$ cat config.mk
export PLATFORM = sky130hd
export DESIGN_NAME = pc_unit_flat
export DESIGN_NICKNAME = d
export VERILOG_FILES = /design/src/rtl/pc_unit_if.sv /design/src/rtl/pc_unit.sv /design/src/flat_wrapper.sv
export SDC_FILE = /design/constraint.sdc
export NUM_CORES = 1
export LEC_CHECK = 0
export CORE_MARGIN = 3
export CORE_UTILIZATION = 50
export DETAILED_ROUTE_END_ITERATION = 10
export HOLD_SLACK_MARGIN = 0.05
export PLACE_DENSITY = 0.95
export SYNTH_ARGS = -nofsm -noshare
export SYNTH_HDL_FRONTEND = slang
export SYNTH_SLANG_ARGS = --single-unit
$ cat constraint.sdc
create_clock -name i_clock -period 3.5 [get_ports i_clock]
set_input_delay 0.7 -clock i_clock [delete_from_list [all_inputs] [get_ports i_clock]]
set_output_delay 0.7 -clock i_clock [all_outputs]
set_load 0.01 [all_outputs]
$ cat src/rtl/pc_unit_if.sv
// ---------------------------------------------------------------------------
// pc_unit_if
// Bundles the fetch-control handshake between the pipeline and the program
// counter unit.
//
// Signals:
//   stall     pipeline hold request (1 = freeze PC and FSM)
//   branch    decode stage presents a resolved conditional jump this cycle
//   salto     jump decision from the condition comparator (valid with branch)
//   alvo      jump target address (valid with branch)
//   imem_ack  instruction memory returned the word at pc this cycle
//   pc        current fetch address (registered)
//   imem_req  fetch request for address pc
//   flush     one-cycle pulse: discard the instruction in fetch/decode
//   n_saltos  saturating count of taken jumps
//
// Modports:
//   master  the pipeline side; drives requests and sees the PC unit outputs
//   slave   the PC unit itself
// ---------------------------------------------------------------------------
interface pc_unit_if #(
    parameter int WIDTH = 16
);
    logic             stall;
    logic             branch;
    logic             salto;
    logic [WIDTH-1:0] alvo;
    logic             imem_ack;
    logic [WIDTH-1:0] pc;
    logic             imem_req;
    logic             flush;
    logic [7:0]       n_saltos;

    modport master (
        output stall, branch, salto, alvo, imem_ack,
        input  pc, imem_req, flush, n_saltos
    );

    modport slave (
        input  stall, branch, salto, alvo, imem_ack,
        output pc, imem_req, flush, n_saltos
    );
endinterface

$ cat src/rtl/pc_unit.sv
// ---------------------------------------------------------------------------
// pc_unit
// Program counter and fetch-control FSM. Advances the PC on each instruction
// memory acknowledge, redirects to a branch target on a taken jump (followed
// by a one-cycle flush), and freezes completely while the pipeline stalls.
//
// Parameters:
//   WIDTH       width of the program counter and branch target
//   RESET_ADDR  PC value loaded on reset
//
// Ports:
//   i_clock  single clock, all state updates on the rising edge
//   i_reset  synchronous active-high reset
//   bus      pc_unit_if slave (stall/branch/salto/alvo/imem_ack in,
//            pc/imem_req/flush/n_saltos out)
// ---------------------------------------------------------------------------
module pc_unit #(
    parameter int               WIDTH      = 16,
    parameter logic [WIDTH-1:0] RESET_ADDR = '0
) (
    input logic      i_clock,
    input logic      i_reset,
    pc_unit_if.slave bus
);

    typedef enum logic [1:0] {
        FETCH = 2'd0,
        FLUSH = 2'd1,
        HOLD  = 2'd2
    } state_t;

    state_t           r_state;
    logic [WIDTH-1:0] r_pc;
    logic             r_flush;
    logic             r_imemReq;
    logic [7:0]       r_nSaltos;
    logic             w_takenJump;

    // A jump only counts when the decode stage has a branch and the
    // comparator says it is taken.
    assign w_takenJump = bus.branch && bus.salto;

    // Single-process FSM. imem_req and flush are kept as registers that track
    // the state being entered, so they always equal the Moore decode of
    // r_state without any combinational path from the inputs. Priority is
    // reset, then stall, then a taken jump, then the memory acknowledge; a
    // taken jump discards a same-cycle acknowledge.
    always_ff @(posedge i_clock) begin
        if (i_reset) begin
            r_state   <= FETCH;
            r_pc      <= RESET_ADDR;
            r_flush   <= 1'b0;
            r_imemReq <= 1'b1;
            r_nSaltos <= 8'd0;
        end else if (bus.stall) begin
            r_state   <= HOLD;
            r_flush   <= 1'b0;
            r_imemReq <= 1'b0;
        end else begin
            case (r_state)
                FETCH: begin
                    if (w_takenJump) begin
                        r_state   <= FLUSH;
                        r_pc      <= bus.alvo;
                        r_flush   <= 1'b1;
                        r_imemReq <= 1'b0;
                        if (r_nSaltos != 8'hFF) begin
                            r_nSaltos <= r_nSaltos + 8'd1;
                        end
                    end else begin
                        r_state   <= FETCH;
                        r_flush   <= 1'b0;
                        r_imemReq <= 1'b1;
                        // Natural modulo-2^WIDTH wrap, no overflow flag.
                        if (bus.imem_ack) begin
                            r_pc <= r_pc + WIDTH'(1);
                        end
                    end
                end
                FLUSH: begin
                    r_state   <= FETCH;
                    r_flush   <= 1'b0;
                    r_imemReq <= 1'b1;
                end
                HOLD: begin
                    r_state   <= FETCH;
                    r_flush   <= 1'b0;
                    r_imemReq <= 1'b1;
                end
                default: begin
                    r_state   <= FETCH;
                    r_flush   <= 1'b0;
                    r_imemReq <= 1'b1;
                end
            endcase
        end
    end

    assign bus.pc       = r_pc;
    assign bus.imem_req = r_imemReq;
    assign bus.flush    = r_flush;
    assign bus.n_saltos = r_nSaltos;

endmodule

$ cat src/flat_wrapper.sv
// flat-port wrapper written by rule: the top's interface ports become plain ports
module pc_unit_flat 
#(
    parameter int               WIDTH      = 16,
    parameter logic [WIDTH-1:0] RESET_ADDR = '0
)
  (i_clock, i_reset, bus_stall, bus_branch, bus_salto, bus_alvo, bus_imem_ack, bus_pc, bus_imem_req, bus_flush, bus_n_saltos);
  pc_unit_if #(.WIDTH(WIDTH)) bus_i ();
  input logic i_clock;
  input logic i_reset;
  input wire logic [$bits(bus_i.stall)-1:0] bus_stall;
  input wire logic [$bits(bus_i.branch)-1:0] bus_branch;
  input wire logic [$bits(bus_i.salto)-1:0] bus_salto;
  input wire logic [$bits(bus_i.alvo)-1:0] bus_alvo;
  input wire logic [$bits(bus_i.imem_ack)-1:0] bus_imem_ack;
  output wire logic [$bits(bus_i.pc)-1:0] bus_pc;
  output wire logic [$bits(bus_i.imem_req)-1:0] bus_imem_req;
  output wire logic [$bits(bus_i.flush)-1:0] bus_flush;
  output wire logic [$bits(bus_i.n_saltos)-1:0] bus_n_saltos;
  assign bus_i.stall = bus_stall;
  assign bus_i.branch = bus_branch;
  assign bus_i.salto = bus_salto;
  assign bus_i.alvo = bus_alvo;
  assign bus_i.imem_ack = bus_imem_ack;
  assign bus_pc = bus_i.pc;
  assign bus_imem_req = bus_i.imem_req;
  assign bus_flush = bus_i.flush;
  assign bus_n_saltos = bus_i.n_saltos;
  pc_unit #(.WIDTH(WIDTH), .RESET_ADDR(RESET_ADDR)) u_core (.i_clock(i_clock), .i_reset(i_reset), .bus(bus_i));
endmodule
# Word level (Yosys, flattened, before mapping)
# Index checks and enable logic that the tools add are counted.
[totals] reg_bits=28 output_inout_bits=26 wordCells=26
[op_classes] n_addsub=2 n_eq_ne=1 muxes=9 n_bitwise=2 reduce_logical=6
[ops] op="two-way mux 16 bit" n=2
[ops] op="adder 16 x 1 -> 16 bit, second input constant" n=1
[ops] op="adder 8 x 1 -> 8 bit, second input constant" n=1
[ops] op="!= test 8 bit, second input constant" n=1
[ops] op="two-way mux 1 bit" n=6
[ops] op="AND reduction 4 bit" n=1
[ops] op="AND reduction 3 bit" n=1
[ops] op="OR reduction 3 bit" n=1
[ops] op="logical NOT 2 bit" n=1
[ops] op="two-way mux 2 bit" n=1
[ops] op="NOT 1 bit" n=2
[ops] op="nonzero test 2 bit" n=1
[ops] op="logical AND 1 bit" n=1

# Logic depth before layout (Yosys ltp)
# Gate-level depths: netlist (run 1).
[depth] word_depth=4 depth_mapped=6

# Least setup slack after synthesis (run 1)
# No wires, ideal clock.
[synth_path] path_type="input to register" start="input bus_stall" end="register u_core.r_nSaltos[5] (netlist: u_core.bus.n_saltos[5])" setup_time_ps=121 arrival_time_ps=1741 t_required_ps=3379 path_slack_ps=1639 stages=4 path_cell_list="nor3_4 nand2_4 nor4_1 mux2_2"
[synth_via] elab_chain_cells=2
[synth_rtl] item="from (decl)" line="flat_wrapper.sv:11" source="input wire logic [$bits(bus_i.stall)-1:0] bus_stall;"
[synth_rtl] item="NOT 1 bit (no source line)"
[synth_rtl] item="AND reduction 4 bit (no source line)"
[synth_rtl] item="to (signal assigned)" line="pc_unit.sv:68" source="r_nSaltos <= r_nSaltos + 8'd1;"
[synth_rtl] item="to (decl)" line="pc_unit.sv:36" source="logic [7:0] r_nSaltos;"
# No other way between the ends.
# A chain may end at the register's enable or synchronous reset.

# Worst setup path in the final report (run 1)
[layout_path] start="input bus_salto" end="register u_core.r_nSaltos[5] (netlist: u_core.bus.n_saltos[5])"
[layout_via] elab_chain_cells=2
[layout_rtl] item="from (decl)" line="flat_wrapper.sv:13" source="input wire logic [$bits(bus_i.salto)-1:0] bus_salto;"
[layout_rtl] item="logical AND 1 bit" line="pc_unit.sv:41" source="assign w_takenJump = bus.branch && bus.salto;"
[layout_rtl] item="AND reduction 4 bit (no source line)"
# No other way between the ends.

==> results.json, run 1 <==
{
  "outcome": "finished, final reports clean",
  "final-setup-viol-count": 0,
  "post_drt_wl_per_cell_microns": 16.0,
  "final_critical_path_setup_slack_ns": 1.17,
  "num_rows": 19,
  "setup.worst_path.end_class": "register",
  "finalClockSkew_ns": 0.0115,
  "multiInputGateArea_sq_um": 918,
  "initial_drc_count": 153,
  "syn_area_sq_um": 1540,
  "post-synth-top-area-fraction": 0.350,
  "timing.critical_path.slowest_stage_cell": "clkdlybuf4s50_1",
  "ratio_of_final_minimum_period_to_clock_period": 0.667,
  "yosysWarningCount": 0,
  "synthFlopType": "dfxtp_1",
  "count_of_flip_flops_with_a_built_in_enable_after_synthesis": 0,
  "fillers": 226,
  "ctsHtreeMaxLevel": 1,
  "synth_cells": 192,
  "total_die_area_sq_um": 3790,
  "grt_pass1_vias": 1525,
  "worst_skew_pair_later_pin_latency_ns": 0.33,
  "hold_path.class": "register to register",
  "final_antenna_net_count": 0,
  "n_antenna_cell": 0,
  "cts-buffers-inserted": 3,
  "globalRoute.totalOverflow": 0,
  "synth_seq_cells": 27,
  "period_needed_ns": 2.33,
  "post_synth.cell_area_avg_sq_um": 8.04,
  "clock_tree.root_cell": "clkbuf_4",
  "regArea_sq_um": 541,
  "grt_max_degree": 33,
  "yosys-top-cells-area": "dfxtp_1 (35%), a21oi_1 (5.8%), nand3_1 (4.2%), nand2_1 (4.1%), o31ai_1 (3.9%)",
  "critPathMaxStageDelay_ns": 0.57,
  "initial_antenna_violation_count": 0,
  "mappedNetlistNets": 216,
  "rsz0062_at_grt": "no",
  "placement.io_buffers": 47,
  "timing.max_slew.rel_slack": 0.572,
  "cts_repair_resize_count": 0,
  "clkTransAtPathRegs_ns": 0.14,
  "power.static_leakage_nw": 0.671,
  "detailedPlacementHpwl_microns": 3100,
  "via_per_inst": 6.44,
  "peakVddDrop_v": 0.000158,
  "wl_microns": 4280,
  "cts_post_setup_buffers_inserted": 0,
  "r2r_slack_ns": 1.43,
  "place_ws_ns": 0.846,
  "drc": 0,
  "required_ns": 3.73,
  "drive_above_1_share": 0.0675,
  "areaGrowthSynthToFinish_pct": 32.9,
  "setup_crit_path_kind": "input port to register",
  "initial_utilization": 0.541,
  "fp.dieH_microns": 61.6,
  "worstPathArrival_ns": 2.56,
  "die_x_microns": 61.6,
  "gr-usage-all-layers": 0.240,
  "worst-path-max-fanout": 23,
  "async_reset_ff_frac": 0,
  "clock_sinks": 27,
  "top_level_ports": 48,
  "p_per_area_nw_per_um2": 290,
  "worst_hold_slack_ns": 0.540,
  "crit_path_cell_trace": "clkdlybuf4s50_1, and2_1, buf_4, nand2_4, nor4_1, mux2_2",
  "yosysTopAreaCell": "dfxtp_1",
  "synth.most_common_cell": "dfxtp_1",
  "global_route_wire_length_before_repair_microns": 6910,
  "tritoncts": "done",
  "timing_worst_slew_pin_value_ns": 0.640,
  "postCtsHoldBufs": 0,
  "total_chip_power_mw": 0.594,
  "globalplace.congestion": 0.895,
  "netlist_top_cells_count": "dfxtp_1 (27), a21oi_1 (18), nand2_1 (17)",
  "floorplan.core_area_sq_um": 2850,
  "report.final.slew_viol_count": 0,
  "achievable-frequency_ghz": 0.428,
  "setup.worst_path.start_class": "input port",
  "drt_first_pass_iters": 6,
  "hold_violations": 0,
  "final_net_count": 262,
  "clk_path_buf_depth": 2,
  "seq_area_frac_synth": 0.350,
  "finalSetupTns_ns": 0,
  "vias": 1727,
  "synth.distinct_cells": 43,
  "max_cap_violations": 0
}
==> path summary, 6_finish.rpt <==
check,start,endpoint,cells after the start
max,bus_salto,u_core.bus.n_saltos[5]$_SDFFE_PP0P_,6
max reg2reg,u_core.bus.pc[0]$_SDFFE_PP0P_,u_core.bus.pc[14]$_SDFFE_PP0P_,5
min reg2reg,u_core.bus.n_saltos[6]$_SDFFE_PP0P_,u_core.bus.n_saltos[6]$_SDFFE_PP0P_,2
min,u_core.bus.n_saltos[6]$_SDFFE_PP0P_,u_core.bus.n_saltos[6]$_SDFFE_PP0P_,2
==> placed cells by master, fill, tap and decap left out, drive strengths merged, types with 6 or more instances in the layout <==
| master | Yosys | routed |
|---|---|---|
| clkdlybuf4s50 | 0 | 47 |
| dfxtp | 27 | 27 |
| a21oi | 18 | 18 |
| nand2 | 18 | 18 |
| nand3 | 13 | 13 |
| o21ai | 11 | 11 |
| o31ai | 8 | 8 |
| nor2 | 8 | 8 |
| nor3 | 8 | 8 |
| and3 | 6 | 6 |
==> power by group <==
group	switching [mW]	leakage, nW	internal (mW)
clock	0.0939	0.0177	0.0429
sequential	0.0161	0.220	0.320
combinational	0.0572	0.434	0.0642
total	0.167	0.671	0.427
==> logic make-up after synthesis <==
kind of cell,Yosys count,share of synthesized area
adders and majority gates,2,0.0162
AOI/OAI and AO/OA,58,0.237
muxes,4,0.0276
and+or+nand+nor,85,0.314
DFF,27,0.350
buffers and inverters,16,0.0551
==> through the flow <==
stage	utilization	cell area [sq um]	instances
after global placement	0.710	2020	264
after detailed placement	0.710	2020	264
after CTS	0.719	2050	268
final	0.719	2050	268
after floorplan	-	1540	192
after global routing	0.719	2050	268
==> sequential cells by signal (all words and copies together), names as in the netlist <==
register             cells
u_core.bus.pc           16
u_core.bus.n_saltos      8
u_core.bus.flush         1
u_core.bus.imem_req      1
u_core.r_state           1
==> layer usage <==
metal  global-route usage  vias up  share of wire
met2                0.371      114           0.46
li1                     -      825              -
met1                0.349      782           0.44
met4               0.0758        0         0.0093
met3               0.0252        6          0.096
met5                    0        -              0
==> worst max-delay path, delay by kind of cell <==
family	cells	cell delay [ns]
buffers and inverters	2	0.83
multiplexers	1	0.38
AND/OR/NAND/NOR	3	0.65
==> cell type report <==
type	instances	share of cell area
clock inverter	1	0.00244
timing repair buffer	52	0.248
inverter	5	0.00915
tap	31	0.0189
sequential	27	0.263
multi-input combinational	149	0.448
clock buffer	3	0.0110
No activity file was read; power rests on OpenSTA's default activity.
==> run 2: changes to the inputs <==
--- a/config.mk
+++ b/config.mk
@@ -6,10 +6,10 @@
 export NUM_CORES = 1
 export LEC_CHECK = 0
 export CORE_MARGIN = 3
-export CORE_UTILIZATION = 50
+export CORE_UTILIZATION = 42
 export DETAILED_ROUTE_END_ITERATION = 10
 export HOLD_SLACK_MARGIN = 0.05
-export PLACE_DENSITY = 0.95
+export PLACE_DENSITY = 0.86
 export SYNTH_ARGS = -nofsm -noshare
 export SYNTH_HDL_FRONTEND = slang
 export SYNTH_SLANG_ARGS = --single-unit
==> constraint.sdc (replaced) <==
create_clock -name i_clock -period 2.1 [get_ports i_clock]
set_input_delay 0.42 -clock i_clock [delete_from_list [all_inputs] [get_ports i_clock]]
set_output_delay 0.42 -clock i_clock [all_outputs]
set_load 0.01 [all_outputs]
==> results.json, run 2 (synthesis results as in run 1) <==
{
  "outcome": "finished, final reports clean",
  "areaGrowthSynthToFinish_pct": 42.5,
  "grt_max_degree": 19,
  "final-setup-viol-count": 0,
  "largest_register_ff_count": 16,
  "clock_sinks": 27,
  "initial_drc_count": 75,
  "cts_post_setup_buffers_inserted": 0,
  "hold_path.class": "register to register",
  "most-common-layout-cells": "clkdlybuf4s50_1 (47), dfxtp_1 (27), a21oi_1 (18), nand2_1 (17), buf_4 (17)",
  "r2r_slack_ns": 0.32,
  "ratio_of_final_minimum_period_to_clock_period": 0.884,
  "timing.critical_path.slowest_stage_cell": "clkdlybuf4s50_1",
  "global_route_wire_length_before_repair_microns": 7040,
  "floorplan.core_area_sq_um": 3440,
  "via_per_inst": 5.91,
  "hold_path_depth": 2,
  "fillers": 296,
  "postLayoutCellArea_sq_um": 2200,
  "cts-buffers-inserted": 3,
  "worst_skew_pair_later_pin_latency_ns": 0.27,
  "setup.worst_path.start_class": "input port",
  "finalClockSkew_ns": 0.00308,
  "dpl_cell_area_sq_um": 2150,
  "total_chip_power_mw": 1.08,
  "rsz0062_at_grt": "no",
  "period_needed_ns": 1.86,
  "post_layout_nonfiller_instances": 296,
  "timing.hold.worst.start": "u_core.bus.n_saltos[3]$_SDFFE_PP0P_",
  "final_antenna_net_count": 0,
  "cts_repair_resize_count": 0,
  "setup_crit_path_kind": "input port to register",
  "critical_path.startpoint": "bus_stall",
  "initial_utilization": 0.449,
  "total_die_area_sq_um": 4440,
  "grt_pass1_vias": 1519,
  "num_rows": 21,
  "wl_microns": 4350,
  "final_net_count": 275,
  "hold_violations": 0,
  "postCtsHoldBufs": 0,
  "r2r_start": "u_core.bus.pc[1]$_SDFFE_PP0P_",
  "detailedPlacementHpwl_microns": 3170,
  "crit_path_cell_trace": "clkdlybuf4s50_1, nor3_4, nand2_4, nor4_1, mux2_2",
  "power.static_leakage_nw": 0.747,
  "tritoncts": "done",
  "required_ns": 2.27,
  "setup.worst_path.end_class": "register",
  "drc": 0,
  "achievable-frequency_ghz": 0.538,
  "r2r_cells": 5,
  "critPathMaxStageDelay_ns": 0.48,
  "peakVddDrop_v": 0.000288,
  "critical_path.n_buffers_inverters": 1,
  "timing.max_slew.rel_slack": 0.611,
  "timing_worst_slew_pin_value_ns": 0.579,
  "globalRoute.totalOverflow": 0,
  "placement.io_buffers": 47,
  "path_delay_family": "simple AND/OR/NAND/NOR gates",
  "worst-path-max-fanout": 10,
  "drt_first_pass_iters": 4,
  "gr-usage-all-layers": 0.201,
  "rr_endpoint": "u_core.bus.pc[14]$_SDFFE_PP0P_",
  "final_common_cell": "clkdlybuf4s50_1",
  "report.final.slew_viol_count": 0,
  "vias": 1749,
  "initial_antenna_violation_count": 0,
  "die_x_microns": 66.6,
  "n_antenna_cell": 0,
  "drive_above_1_share": 0.116,
  "min_delay_worst_endpoint": "u_core.bus.n_saltos[3]$_SDFFE_PP0P_",
  "post_drt_wl_per_cell_microns": 14.7,
  "globalplace.congestion": 0.857,
  "fp.dieH_microns": 66.6,
  "critical_path_cell_count": 5,
  "top_level_ports": 48,
  "clock_tree.root_cell": "clkbuf_8",
  "finalSetupTns_ns": 0,
  "max_cap_violations": 0,
  "clkTransAtPathRegs_ns": 0.09,
  "ctsHtreeMaxLevel": 1,
  "place_inst": 292,
  "p_per_area_nw_per_um2": 490,
  "clk_path_buf_depth": 2,
  "worst_hold_slack_ns": 0.536,
  "worstPathArrival_ns": 2.03
}
run 2: cell count changes in the layout (fill, tap and decap cells not counted), sizes merged:
cell,delta
buf,+13
run 2: tightest hold or removal path: cells and delay by family, from the launching register on:
family,cells,cell delay (ns)
AO/OA/AOI/OAI,2,0.13
flip-flops,1,0.37
run 2: worst max-delay path by stage:
| stage | end | slack [ns] |
|---|---|---|
| floorplan | u_core.bus.pc[14]$_SDFFE_PP0P_ | 0.36 |
| detailed placement | u_core.bus.pc[1]$_SDFFE_PP0P_ | 0.009 |
| global placement | u_core.bus.n_saltos[5]$_SDFFE_PP0P_ | 0.03 |
| global route | u_core.bus.pc[14]$_SDFFE_PP0P_ | 0.14 |
| finish | u_core.bus.n_saltos[5]$_SDFFE_PP0P_ | 0.24 |
| CTS | u_core.bus.n_saltos[5]$_SDFFE_PP0P_ | 0.24 |
run 2: metrics by stage:
stage,util,setup WS (ns)
final,0.639,0.243
after global routing,0.639,0.137
after CTS,0.639,0.236
after detailed placement,0.626,0.00922
after global placement,0.626,0.0325
after floorplan,-,0.359
run 2: per-layer routing:
metal  track usage  share of wire  vias up
met4        0.0609          0.014        0
met2         0.314           0.44       66
met5             0              0        -
met3        0.0287          0.058        6
li1              -              -      857
met1         0.282           0.48      820
run 2: final cells by class:
type	count	area (sq um)	area share
Timing Repair Buffer	65	618	0.281
Clock inverter	1	5.00	0.00228
Tap cell	46	57.6	0.0262
Sequential cell	27	541	0.246
Inverter	5	18.8	0.00853
Multi-Input combinational cell	149	918	0.418
Clock buffer	3	41.3	0.0188
run 2: power breakdown:
part	leakage, nW	internal [mW]	switching, mW
registers	0.220	0.532	0.0232
clock network	0.0255	0.133	0.164
logic	0.502	0.125	0.101
total	0.747	0.790	0.288
==> RTL change (config.mk and constraints of run 2) <==
The 3 states of `state_t` get a one-hot encoding in 3 bits.
--- a/src/rtl/pc_unit.sv
+++ b/src/rtl/pc_unit.sv
@@ -24,8 +24,8 @@
 );
 
-    typedef enum logic [1:0] {
-        FETCH = 2'd0,
-        FLUSH = 2'd1,
-        HOLD  = 2'd2
+    typedef enum logic [2:0] {
+        FETCH = 3'b001,
+        FLUSH = 3'b010,
+        HOLD  = 3'b100
     } state_t;
 
Function: no difference found for any inputs over 10 cycles, from zero or initial values and one cycle with i_reset high; not proved beyond that.
==> RTL change against run 2 <==
- cell count increased by 3.4%
- worst setup slack got worse by 130 ps
- wire length increased by 19%
- count of clock-buffer cells in the layout unchanged
- critical path depth unchanged
- sequential cell count unchanged
- sequential share of layout area decreased by 1.1 points
- utilization increased by 2.5 points
- total power increased by 0.66%
- via count increased by 9.1%
- first-iteration DRC count increased to 2.7 times the old value
- cell area increased by 4.7%
- area after synthesis increased by 1.1%
- critical endpoint is now u_core.bus.n_saltos[3]
==> RTL change: results (changes against run 2) <==
Final Non-Filler Cells 306 (+3.4%); syn_nets 217 (+0.46%); post-synthesis cell type count 52 (+21%); drt first pass iters 6 (+2); sequential share of the synthesized area 34.64% (-0.36 points); first-pass GRT wire length 8.397 mm (+19%); ranking of synthesized cells by area dfxtp_1, a21oi_1, nand3_1, nand2_1, nand4_1; largest net degree at the start of global routing 16 (-3); normalized max-slew margin 64.65% (+3.6 points); Worst R2R Setup Slack 140 ps (-180 ps); Synth Area in Compound Gates 25.34% (+1.7 points); DR iter-0 viols 205 (+170%); Wirelength per Cell 16.90 um (+15%); dpl cells 302 (+3.4%); gpl congestion 0.9270 (+8.2%); Max FO, Critical Path 5 (-5); Critical R2R Launch u_core.bus.pc[0]; multiplexer area fraction after synthesis 2.646% (-0.11 points); fraction of layout cells with a size suffix above 1 14.62% (+3.0 points); Clock Skew 12.22 ps (+9.148 ps); run status completed; VDD IR max 0.3618 mV (+26%); reg2reg end u_core.bus.pc[8]; Post-Synth Adder-Cell Area 1.604% (-0.017 points); Worst Path Arrival 2170 ps (+140 ps); Syn Area/Cell 8.084 um^2 (+0.53%); vias per std cell 6.235 (+5.5%); final net count 285 (+3.6%); CTS Buf Count 3 (unchanged); crit path to u_core.bus.n_saltos[3]; area fraction of the dominant cell type after synthesis 34.64% (-0.36 points); LEAKAGE 0.8094 nW (+8.4%)
## RTL change: changes by cell type in the layout (fill, tap and decap cells not counted), moves of 3 or more
cell / delta
buf_4: +9
nor2_1: +5
o31ai_1: -4
a211oi_1: -3
a21oi_1: -3
a22oi_1: +3
and2_1: -3
nand3b_1: -3
nand4_1: +3
nor3_1: -3
o21ai_0: -3
## RTL change: worst min-delay path by stage
stage,cells past startpoint,startpoint,endpoint,slack (ps)
floorplan,2,u_core.bus.pc[6],u_core.bus.pc[6],500
global placement,2,u_core.bus.pc[6],u_core.bus.pc[6],480
detailed placement,2,u_core.bus.pc[6],u_core.bus.pc[6],490
CTS,2,u_core.bus.pc[6],u_core.bus.pc[6],510
global route,2,u_core.bus.pc[6],u_core.bus.pc[6],520
finish,2,u_core.bus.pc[6],u_core.bus.pc[6],500
## RTL change: routing by layer
| layer | wire (um) | vias up | global-route usage [%] |
|---|---|---|---|
| met5 | 0 | - | 0 |
| met1 | 2158 | 887 | 32.99 |
| met4 | 131 | 0 | 7.089 |
| met3 | 458 | 18 | 3.879 |
| met2 | 2421 | 113 | 38.86 |
| li1 | - | 890 | - |
## RTL change: critical path, cell delays in order
cell and delay [ps]:
clkdlybuf4s50_1 420, or4b_4 530, nor3_1 260, a21boi_1 200
mux2_1 340
## RTL change: per-stage QoR
step | hold WS [ps] | power, mW | area [um^2] | setup TNS (ps) | worst slack, ps
global placement | 482.5 | 0.7800 | 2242 | -756.3 | -155.6
finish | 500.6 | 1.085 | 2303 | 0 | 108.6
global route | 521.6 | 1.134 | 2303 | 0 | 36.96
floorplan | 497.6 | 0.6489 | 1560 | 0 | 337.5
CTS | 505.6 | 1.090 | 2288 | 0 | 57.08
detailed placement | 488.7 | 0.7843 | 2242 | -1329 | -246.0
## RTL change: report_power, final
part / internal, mW / switching (mW)
clock network: 0.133 / 0.173
logic: 0.121 / 0.103
registers: 0.529 / 0.0254
total: 0.784 / 0.301
## RTL change: cell families (layout without fill, tap and decap cells)
| logic type | count (synthesis) | count (layout) |
|---|---|---|
| buf+inv | 15 | 82 |
| mux | 4 | 4 |
| fa+ha+maj | 2 | 2 |
| compound gates | 58 | 58 |
| flops | 27 | 27 |
| simple gates | 86 | 86 |
| xor+xnor | 1 | 1 |
## RTL change: final cells by class
cell class / count / area, um^2
Multi-Input combinational cell: 151 / 974.7
Fill cell: 301 / 1165
Timing Repair Buffer: 73 / 665.6
Clock buffer: 3 / 41.29
Tap cell: 46 / 57.56
Sequential cell: 27 / 540.5
Clock inverter: 1 / 5.005
Inverter: 5 / 18.77
